### config.mk
export PLATFORM = sky130hd
export DESIGN_NAME = ddfs_phase_accumulator_flat
export DESIGN_NICKNAME = d
export VERILOG_FILES = /design/src/rtl/ddfs_phase_accumulator_if.sv /design/src/rtl/ddfs_phase_accumulator.sv /design/src/flat_wrapper.sv
export SDC_FILE = /design/constraint.sdc
export NUM_CORES = 1
export LEC_CHECK = 0
export ABC_CLOCK_PERIOD_IN_PS = 4000
export CORE_MARGIN = 3
export CORE_UTILIZATION = 58
export DETAILED_ROUTE_END_ITERATION = 8
export PLACE_DENSITY = 0.8
export REMOVE_ABC_BUFFERS = 1
export SLEW_MARGIN = 30
export SYNTH_ARGS = -nofsm -noshare
export SYNTH_HDL_FRONTEND = slang
export SYNTH_SLANG_ARGS = --single-unit
### constraint.sdc
create_clock -name clk -period 4 [get_ports clk]
set_clock_uncertainty 0.2 [all_clocks]
set_input_delay 0.8 -clock clk [delete_from_list [all_inputs] [get_ports clk]]
set_output_delay 0.8 -clock clk [all_outputs]
set_load 0.02 [all_outputs]
### src/rtl/ddfs_phase_accumulator_if.sv
// DDFS phase-accumulator bus: control, FTW valid/ready handshake, phase offset and LUT address.
// Latency: none (wires only).
// Backpressure: ftw_ready is driven by the slave; the master holds ftw_in/ftw_valid until accepted.
interface ddfs_phase_accumulator_if #(
    parameter int ACC_WIDTH  = 32,
    parameter int ADDR_WIDTH = 8
);
    logic                  enable;
    logic                  sync_clear;
    logic [ACC_WIDTH-1:0]  ftw_in;
    logic                  ftw_valid;
    logic                  ftw_ready;
    logic [ADDR_WIDTH-1:0] phase_offset;
    logic [ADDR_WIDTH-1:0] address;
    logic                  address_valid;
    logic                  wrap;

    modport master (
        output enable, sync_clear, ftw_in, ftw_valid, phase_offset,
        input  ftw_ready, address, address_valid, wrap
    );

    modport slave (
        input  enable, sync_clear, ftw_in, ftw_valid, phase_offset,
        output ftw_ready, address, address_valid, wrap
    );
endinterface

### src/rtl/ddfs_phase_accumulator.sv
// DDFS phase accumulator feeding the sine LUT address; optional address dither via DDFS_DITHER_EN.
// Latency: accumulator value reaches address one enabled clock later.
// Backpressure: ftw_ready drops while a shadow FTW waits for the next wrap.
module ddfs_phase_accumulator #(
    parameter int ACC_WIDTH  = 32,
    parameter int ADDR_WIDTH = 8
) (
    input  logic                         clk,
    input  logic                         reset,
    ddfs_phase_accumulator_if.slave      bus
);

    typedef enum logic [1:0] {
        ST_IDLE = 2'd0,
        ST_RUN  = 2'd1,
        ST_PEND = 2'd2
    } state_t;

    state_t                state_q, state_d;
    logic [ACC_WIDTH-1:0]  acc_q, acc_d;
    logic [ACC_WIDTH-1:0]  ftw_active_q, ftw_active_d;
    logic [ACC_WIDTH-1:0]  ftw_shadow_q, ftw_shadow_d;
    logic [ADDR_WIDTH-1:0] address_q, address_d;
    logic                  address_valid_q, address_valid_d;
    logic                  wrap_q, wrap_d;

    logic [ACC_WIDTH:0]    sum;
    logic                  carry;
    logic                  ftw_ready;
    logic                  xfer;
    logic                  load_shadow;
    logic                  load_direct;
    logic                  apply_shadow;
    logic [ADDR_WIDTH-1:0] phase_trunc;

    // ------------------------------------------------------------------
    // FSM: state register
    // ------------------------------------------------------------------
    always_ff @(posedge clk) begin
        if (reset) begin
            state_q <= ST_IDLE;
        end else begin
            state_q <= state_d;
        end
    end

    // FSM: next state
    always_comb begin
        state_d = state_q;
        if (bus.sync_clear) begin
            state_d = bus.enable ? ST_RUN : ST_IDLE;
        end else begin
            case (state_q)
                ST_IDLE: state_d = bus.enable ? ST_RUN : ST_IDLE;
                ST_RUN: begin
                    if (!bus.enable) begin
                        state_d = ST_IDLE;
                    end else if (xfer) begin
                        state_d = ST_PEND;
                    end else begin
                        state_d = ST_RUN;
                    end
                end
                // The shadow survives enable=0; it only leaves on a real wrap.
                ST_PEND: begin
                    if (bus.enable && carry) begin
                        state_d = ST_RUN;
                    end
                end
                default: state_d = ST_IDLE;
            endcase
        end
    end

    // FSM: outputs
    always_comb begin
        ftw_ready = (state_q != ST_PEND);
    end

    // ------------------------------------------------------------------
    // FTW handshake and tuning-word registers
    // ------------------------------------------------------------------
    always_comb begin
        xfer         = bus.ftw_valid & ftw_ready;
        load_shadow  = xfer & (state_q == ST_RUN) & bus.enable & ~bus.sync_clear;
        load_direct  = xfer & ~load_shadow;
        apply_shadow = (state_q == ST_PEND) & (bus.sync_clear | (bus.enable & carry));
    end

    always_comb begin
        ftw_active_d = ftw_active_q;
        ftw_shadow_d = ftw_shadow_q;
        if (apply_shadow) begin
            ftw_active_d = ftw_shadow_q;
        end
        if (load_direct) begin
            ftw_active_d = bus.ftw_in;
        end
        if (load_shadow) begin
            ftw_shadow_d = bus.ftw_in;
        end
    end

    // ------------------------------------------------------------------
    // Accumulator and address path
    // ------------------------------------------------------------------
    always_comb begin
        sum   = {1'b0, acc_q} + {1'b0, ftw_active_q};
        carry = sum[ACC_WIDTH];
    end

`ifdef DDFS_DITHER_EN
    logic [15:0]          lfsr_q, lfsr_d;
    logic                 lfsr_fb;
    logic [ACC_WIDTH-1:0] dither;
    logic [ACC_WIDTH-1:0] dithered;

    // Taps 16,14,13,11 in right-shift form: feedback from bits 0,2,3,5 into bit 15.
    always_comb begin
        lfsr_fb = lfsr_q[0] ^ lfsr_q[2] ^ lfsr_q[3] ^ lfsr_q[5];
        lfsr_d  = lfsr_q;
        if (bus.sync_clear) begin
            lfsr_d = 16'hACE1;
        end else if (bus.enable) begin
            lfsr_d = {lfsr_fb, lfsr_q[15:1]};
        end
    end

    // Dither stays below one address LSB so it can only ever bump the code by +1.
    always_comb begin
        dither = '0;
        for (int i = 0; i < 16; i++) begin
            if (i < ACC_WIDTH - ADDR_WIDTH) begin
                dither[i] = lfsr_q[i];
            end
        end
        dithered    = acc_q + dither;
        phase_trunc = dithered[ACC_WIDTH-1 -: ADDR_WIDTH];
    end

    always_ff @(posedge clk) begin
        if (reset) begin
            lfsr_q <= 16'hACE1;
        end else begin
            lfsr_q <= lfsr_d;
        end
    end
`else
    always_comb begin
        phase_trunc = acc_q[ACC_WIDTH-1 -: ADDR_WIDTH];
    end
`endif

    always_comb begin
        acc_d           = acc_q;
        address_d       = address_q;
        address_valid_d = bus.enable;
        wrap_d          = 1'b0;
        if (bus.sync_clear) begin
            acc_d     = '0;
            address_d = bus.phase_offset;
        end else if (bus.enable) begin
            acc_d     = sum[ACC_WIDTH-1:0];
            wrap_d    = carry;
            address_d = phase_trunc + bus.phase_offset;
        end
    end

    always_ff @(posedge clk) begin
        if (reset) begin
            acc_q           <= '0;
            ftw_active_q    <= '0;
            ftw_shadow_q    <= '0;
            address_q       <= '0;
            address_valid_q <= 1'b0;
            wrap_q          <= 1'b0;
        end else begin
            acc_q           <= acc_d;
            ftw_active_q    <= ftw_active_d;
            ftw_shadow_q    <= ftw_shadow_d;
            address_q       <= address_d;
            address_valid_q <= address_valid_d;
            wrap_q          <= wrap_d;
        end
    end

    assign bus.ftw_ready     = ftw_ready;
    assign bus.address       = address_q;
    assign bus.address_valid = address_valid_q;
    assign bus.wrap          = wrap_q;

endmodule
### src/flat_wrapper.sv
// flat-port wrapper written by rule: the top's interface ports become plain ports
module ddfs_phase_accumulator_flat 
#(
    parameter int ACC_WIDTH  = 32,
    parameter int ADDR_WIDTH = 8
)
  (clk, reset, bus_enable, bus_sync_clear, bus_ftw_in, bus_ftw_valid, bus_phase_offset, bus_ftw_ready, bus_address, bus_address_valid, bus_wrap);
  ddfs_phase_accumulator_if #(.ACC_WIDTH(ACC_WIDTH), .ADDR_WIDTH(ADDR_WIDTH)) bus_i ();
  input  logic clk;
  input  logic reset;
  input wire logic [$bits(bus_i.enable)-1:0] bus_enable;
  input wire logic [$bits(bus_i.sync_clear)-1:0] bus_sync_clear;
  input wire logic [$bits(bus_i.ftw_in)-1:0] bus_ftw_in;
  input wire logic [$bits(bus_i.ftw_valid)-1:0] bus_ftw_valid;
  input wire logic [$bits(bus_i.phase_offset)-1:0] bus_phase_offset;
  output wire logic [$bits(bus_i.ftw_ready)-1:0] bus_ftw_ready;
  output wire logic [$bits(bus_i.address)-1:0] bus_address;
  output wire logic [$bits(bus_i.address_valid)-1:0] bus_address_valid;
  output wire logic [$bits(bus_i.wrap)-1:0] bus_wrap;
  assign bus_i.enable = bus_enable;
  assign bus_i.sync_clear = bus_sync_clear;
  assign bus_i.ftw_in = bus_ftw_in;
  assign bus_i.ftw_valid = bus_ftw_valid;
  assign bus_i.phase_offset = bus_phase_offset;
  assign bus_ftw_ready = bus_i.ftw_ready;
  assign bus_address = bus_i.address;
  assign bus_address_valid = bus_i.address_valid;
  assign bus_wrap = bus_i.wrap;
  ddfs_phase_accumulator #(.ACC_WIDTH(ACC_WIDTH), .ADDR_WIDTH(ADDR_WIDTH)) u_core (.clk(clk), .reset(reset), .bus(bus_i));
endmodule
==> results.json, run 1 <==
{
  "via_per_inst": 5.94,
  "grt_antenna_before_repair": 0,
  "highest_layer": "met4",
  "syn_inst": 746,
  "p_leak_uw": 0.00300,
  "cp.arrival_ps": 3490,
  "startpoint_type": "flop",
  "wl_per_cell_um": 16.7,
  "num_rows": 37,
  "clk_pin_slew_ps": 90,
  "cts_tree": "yes",
  "synth-seq-area-share_pct": 33.9,
  "wl_met1_mm": 7.45,
  "die_x_um": 111,
  "layout_min_cycle_time_ps": 3470,
  "grt_setup_unrepaired": "no",
  "post-route-drc-count": 0,
  "dr_total_vias": 5486,
  "hpwl_mm": 11.1,
  "end_kind": "flop",
  "grt_remaining_overflow": 0,
  "io_buffers": 55,
  "diodes": 0,
  "vdd_drop_max_v": 0.000226,
  "cts_made_buffers": 9,
  "power_density_mw_per_mm2": 306,
  "setup_tns_ps": 0,
  "yosysTopAreaCell": "dfxtp_1",
  "synth-main-ff-cell": "dfxtp_1",
  "yosysTopAreaCellShare_pct": 33.9,
  "first_iter_violations": 289,
  "routed_wl_mm": 15.4,
  "start_util_pct": 60.6,
  "crit_type": "reg2reg",
  "clock-sinks": 108,
  "grt_pass1_vias": 5364,
  "first_pass_iters": 5,
  "final_cell_mix": "dfxtp_1 (108), nand2_1 (88), nor2_1 (88)",
  "internal_power_uw": 1550,
  "synth_area_mm2": 0.00637,
  "grt.total_usage_pct": 25.2,
  "async_flop_share_pct": 0,
  "drive_gt1_share_pct": 9.26,
  "postCtsSetupBuffers": 0,
  "dieArea_mm2": 0.0123,
  "setup_viol": 0,
  "required_ps": 4020,
  "syn_to_final_growth_pct": 12.9,
  "synth_cell_types": 60,
  "design.core.area_mm2": 0.0105,
  "htree_levels": 3,
  "power_switching_uw": 648,
  "die_height_um": 111,
  "root_buffer": "clkbuf_8",
  "gp_congestion": 0.919,
  "clock_path_buffers": 2,
  "status": "finished clean",
  "io_pins": 56,
  "final_util_pct": 68.5,
  "grt_start_max_net_pins": 76,
  "slew_viol_final": 0,
  "cts_resized": 0,
  "avgSynthCellArea_um2": 8.54,
  "max_freq_mhz": 288,
  "timing.final.ws_setup_ps": 527,
  "ctsHoldBuffers": 0,
  "max_slew.worst_pin.slew_ps": 970,
  "clk_latency_ps": 380,
  "hold_viol_final": 0,
  "finalCritPeriodShare_pct": 86.8,
  "ys_ff_latch": 108,
  "yosysWarningCount": 0,
  "routed-wl-met2_mm": 7.20,
  "clockPowerShare_pct": 27.6,
  "final_nets": 869,
  "switching_share_pct": 29.4,
  "post-place-ws_ps": 397,
  "hp-class": "reg2reg",
  "synth_edf_count": 0,
  "cp_max_fo": 36,
  "final_common_cell": "dfxtp_1",
  "power_frac_seq_pct": 52.4,
  "postRouteAntennaNets": 0,
  "routed-wl-met3_um": 517,
  "cap_violations": 0,
  "pwr-share-comb_pct": 20.0,
  "worst_slew_margin_rel_pct": 35.3,
  "synth.area.top_cells": "dfxtp_1 (34%), mux2i_1 (8.8%), ha_1 (7.7%)",
  "grt_pass1_wl_mm": 25.9,
  "power_uw": 2200
}
## power groups by stage
| stage | Clock (uW) | Sequential, uW | Combinational (uW) |
|---|---|---|---|
| after global placement | 0 | 1180 | 417 |
| after CTS | 627 | 1150 | 435 |
| after detailed placement | 0 | 1180 | 432 |
| final | 608 | 1150 | 441 |
| after floorplan | 0 | 1180 | 268 |
| after global routing | 671 | 1160 | 485 |
## critical path: stages, from the launching register on
cell	delay [ps]
dfxtp_1	330
ha_1	240
fa_1	440
a211o_1	320
a21oi_1	390
a211oi_2	160
o21ba_2	260
o31ai_4	260
a21oi_4	220
buf_12	230
nor2_1	160
a211oi_2	70
## registers in the layout (all words and copies together) (netlist names)
name                      count
u_core.acc_q                 32
u_core.bus.wrap               1
u_core.state_q                2
u_core.bus.address            8
u_core.ftw_shadow_q          32
u_core.bus.address_valid      1
u_core.ftw_active_q          32
## logic make-up (layout without fill, tap and decap cells)
group                      Yosys count  after routing  share of synthesized area (%)
xor gates and xnor gates            26             26                           3.57
AOI/OAI and AO/OA                  209            209                           23.9
DFF                                108            108                           33.9
muxes                               56             56                           8.80
buffers and inverters               59            101                           4.10
and+or+nand+nor                    247            247                           17.4
adders and majority gates           41             41                           8.29
## synth_stat cells, types with 4 or more instances
| library cell | number |
|---|---|
| a211oi_2 | 31 |
| o21bai_1 | 10 |
| nand3_1 | 12 |
| o21ai_0 | 21 |
| o211ai_1 | 7 |
| a31oi_1 | 6 |
| inv_1 | 14 |
| nor2_1 | 88 |
| a21o_1 | 16 |
| nand3b_1 | 7 |
| dfxtp_1 | 108 |
| a211o_1 | 4 |
| nand2b_1 | 5 |
| nand2_1 | 88 |
| a21oi_1 | 79 |
| nand4_1 | 7 |
| and3_1 | 8 |
| nor2b_1 | 5 |
| mux2i_1 | 56 |
| xor2_1 | 10 |
| nor3_1 | 11 |
| a211oi_1 | 12 |
| xnor2_1 | 16 |
| clkbuf_1 | 31 |
| buf_2 | 7 |
| ha_1 | 39 |
## layer usage
metal | global-route usage (%) | vias to the layer above
met2 | 40.9 | 116
met3 | 3.22 | 17
met4 | 8.37 | 0
met5 | 0 | -
met1 | 34.7 | 2597
li1 | - | 2756
## cell type report
| cell class | count | area, um2 |
|---|---|---|
| sequential | 108 | 2160 |
| fill | 868 | 3310 |
| timing repair buffer | 70 | 686 |
| clock buffer | 10 | 138 |
| multi-input combinational | 579 | 3950 |
| inverter | 15 | 56.3 |
| clock inverter | 6 | 30.0 |
| tap | 136 | 170 |
## through the flow
stage,std cells,hold WS (ps),instance area [um2]
after global routing,924,274,7200
final,924,258,7200
after CTS,923,260,7170
after detailed placement,907,247,7000
after global placement,907,241,7000
after floorplan,702,230,6170
## final timing paths
path / slack (ps) / from / end / depth (start not counted)
hold / removal: 260 / u_core.ftw_shadow_q[0] / u_core.ftw_shadow_q[0] / 2
setup reg to reg: 530 / u_core.ftw_active_q[0] / u_core.ftw_active_q[2] / 11
hold reg to reg: 260 / u_core.ftw_shadow_q[0] / u_core.ftw_shadow_q[0] / 2
setup / recovery: 530 / u_core.ftw_active_q[0] / u_core.ftw_active_q[2] / 11
No activity file was read; power rests on OpenSTA's default activity.
==> run 2: changes to the inputs <==
--- a/config.mk
+++ b/config.mk
@@ -8,3 +8,2 @@
 export ABC_CLOCK_PERIOD_IN_PS = 4000
-export CORE_MARGIN = 3
 export CORE_UTILIZATION = 58
--- a/constraint.sdc
+++ b/constraint.sdc
@@ -4,2 +4,2 @@
 set_output_delay 0.8 -clock clk [all_outputs]
-set_load 0.02 [all_outputs]
+set_load 0.05 [all_outputs]
==> run 2 against run 1 <==
Critical path depth shrank 1; sequential share of layout area shrank 0.18 points; sequential power is essentially flat; critical path type unchanged.
==> results.json, run 2 (same netlist as run 1, synthesis figures left out) <==
{
  "status": "finished clean",
  "vdd_drop_max_v": 0.000331,
  "hold_slack_ps": 259,
  "start_util_pct": 60.6,
  "grt_pass1_vias": 5213,
  "stdcell_area_mm2": 0.00724,
  "htree_levels": 3,
  "finalCritPeriodShare_pct": 84.0,
  "cp.arrival_ps": 3480,
  "clk_pin_slew_ps": 100,
  "hpwl_mm": 10.6,
  "max_slew.worst_pin.slew_ps": 767,
  "postCtsSetupBuffers": 0,
  "num_rows": 37,
  "cts_made_buffers": 9,
  "grt_pass1_wl_mm": 24.9,
  "path_buf_inv": 0,
  "end_kind": "flop",
  "diodes": 0,
  "reg_top3": "u_core.acc_q x32, u_core.ftw_active_q x32, u_core.ftw_shadow_q x32",
  "grt_remaining_overflow": 0,
  "crit_type": "reg2reg",
  "final_common_cell": "dfxtp_1",
  "die_height_um": 107,
  "cts_tree": "yes",
  "io_pins": 56,
  "max_freq_mhz": 298,
  "hold_viol_final": 0,
  "critPathTopFamily": "compound AO/OA/AOI/OAI gates",
  "clock-sinks": 108,
  "setup_tns_ps": 0,
  "root_buffer": "clkbuf_8",
  "grt.total_usage_pct": 27.6,
  "design.core.area_mm2": 0.0105,
  "first_pass_iters": 4,
  "power_density_mw_per_mm2": 325,
  "die_x_um": 107,
  "startpoint_type": "flop",
  "final_cell_mix": "dfxtp_1 (108), nand2_1 (88), nor2_1 (88)",
  "postRouteAntennaNets": 0,
  "grt_setup_unrepaired": "no",
  "cap_violations": 0,
  "p_leak_uw": 0.00300,
  "ctsHoldBuffers": 0,
  "worst_slew_margin_rel_pct": 48.7,
  "cp_max_fo": 4,
  "slowest_delay_ps": 440,
  "grt_start_max_net_pins": 76,
  "dr_total_vias": 5518,
  "slowest_stage": "fa_1",
  "drive_gt1_share_pct": 8.67,
  "required_ps": 4120,
  "crit_chain": "ha_1, fa_1, a211o_1, a21oi_1, a21oi_1, a31oi_1, o21ai_0, a31oi_1, nand4_1, o211ai_1",
  "final_nets": 865,
  "first_iter_violations": 253,
  "syn_to_final_growth_pct": 13.6,
  "io_buffers": 55,
  "setup_viol": 0,
  "slew_viol_final": 0,
  "grt_antenna_before_repair": 1,
  "clk_latency_ps": 390,
  "dieArea_mm2": 0.0114,
  "layout_min_cycle_time_ps": 3360,
  "gp_congestion": 0.922,
  "dpl_cell_area_mm2": 0.00698,
  "post-route-drc-count": 0,
  "cts_resized": 0,
  "routed_wl_mm": 15.0,
  "final_util_pct": 68.9,
  "clock_path_buffers": 2,
  "hp-class": "reg2reg",
  "wl_per_cell_um": 16.4,
  "via_per_inst": 6.00
}
## run 2: changes by cell type in the layout (fill, tap and decap cells not counted), sizes merged
cell and delta:
clkbuf +1, bufinv +2, clkinv -3, buf -4
## run 2: worst min-delay path, stage by stage, from the launching register on
cell and delay, ps:
dfxtp_1 320, nand2_1 50, a21oi_1 50
## run 2: stage by stage
stage	worst slack, ps	power (uW)	cells
3_5_place_dp	404	1620	902
3_3_place_gp	463	1600	902
5_1_grt	492	2450	920
4_1_cts	375	2360	918
6_report	640	2350	920
2_1_floorplan	544	1460	702
## run 2: power breakdown
part	switching (uW)	total [uW]	internal, uW
Combinational	261	456	196
Sequential	30.5	1150	1120
Clock	374	741	367
Total	665	2350	1690
## run 2: path summary, 6_finish.rpt
path	slack (ps)	from	end	depth (start not counted)
worst max-delay path	640	u_core.ftw_active_q[0]	u_core.acc_q[26]	10
worst min-delay path	260	u_core.ftw_shadow_q[0]	u_core.ftw_shadow_q[0]	2
worst max register to register	640	u_core.ftw_active_q[0]	u_core.acc_q[26]	10
worst min register to register	260	u_core.ftw_shadow_q[0]	u_core.ftw_shadow_q[0]	2
## run 2: layout make-up
| type | instances | area, um2 |
|---|---|---|
| clock buffer | 11 | 141 |
| clock inverter | 5 | 75.1 |
| fill | 861 | 3270 |
| inverter | 15 | 56.3 |
| multi-input combinational | 579 | 3950 |
| sequential | 108 | 2160 |
| tap | 136 | 170 |
| timing repair buffer | 66 | 681 |
## run 2: layer usage
layer  vias to the layer above  routed length, um  global-route usage (%)
li1                       2751                  -                       -
met1                      2580               7130                    36.8
met2                       161               6790                    44.2
met3                        24                792                    4.62
met4                         2                327                    11.3
met5                         -                 10                       0
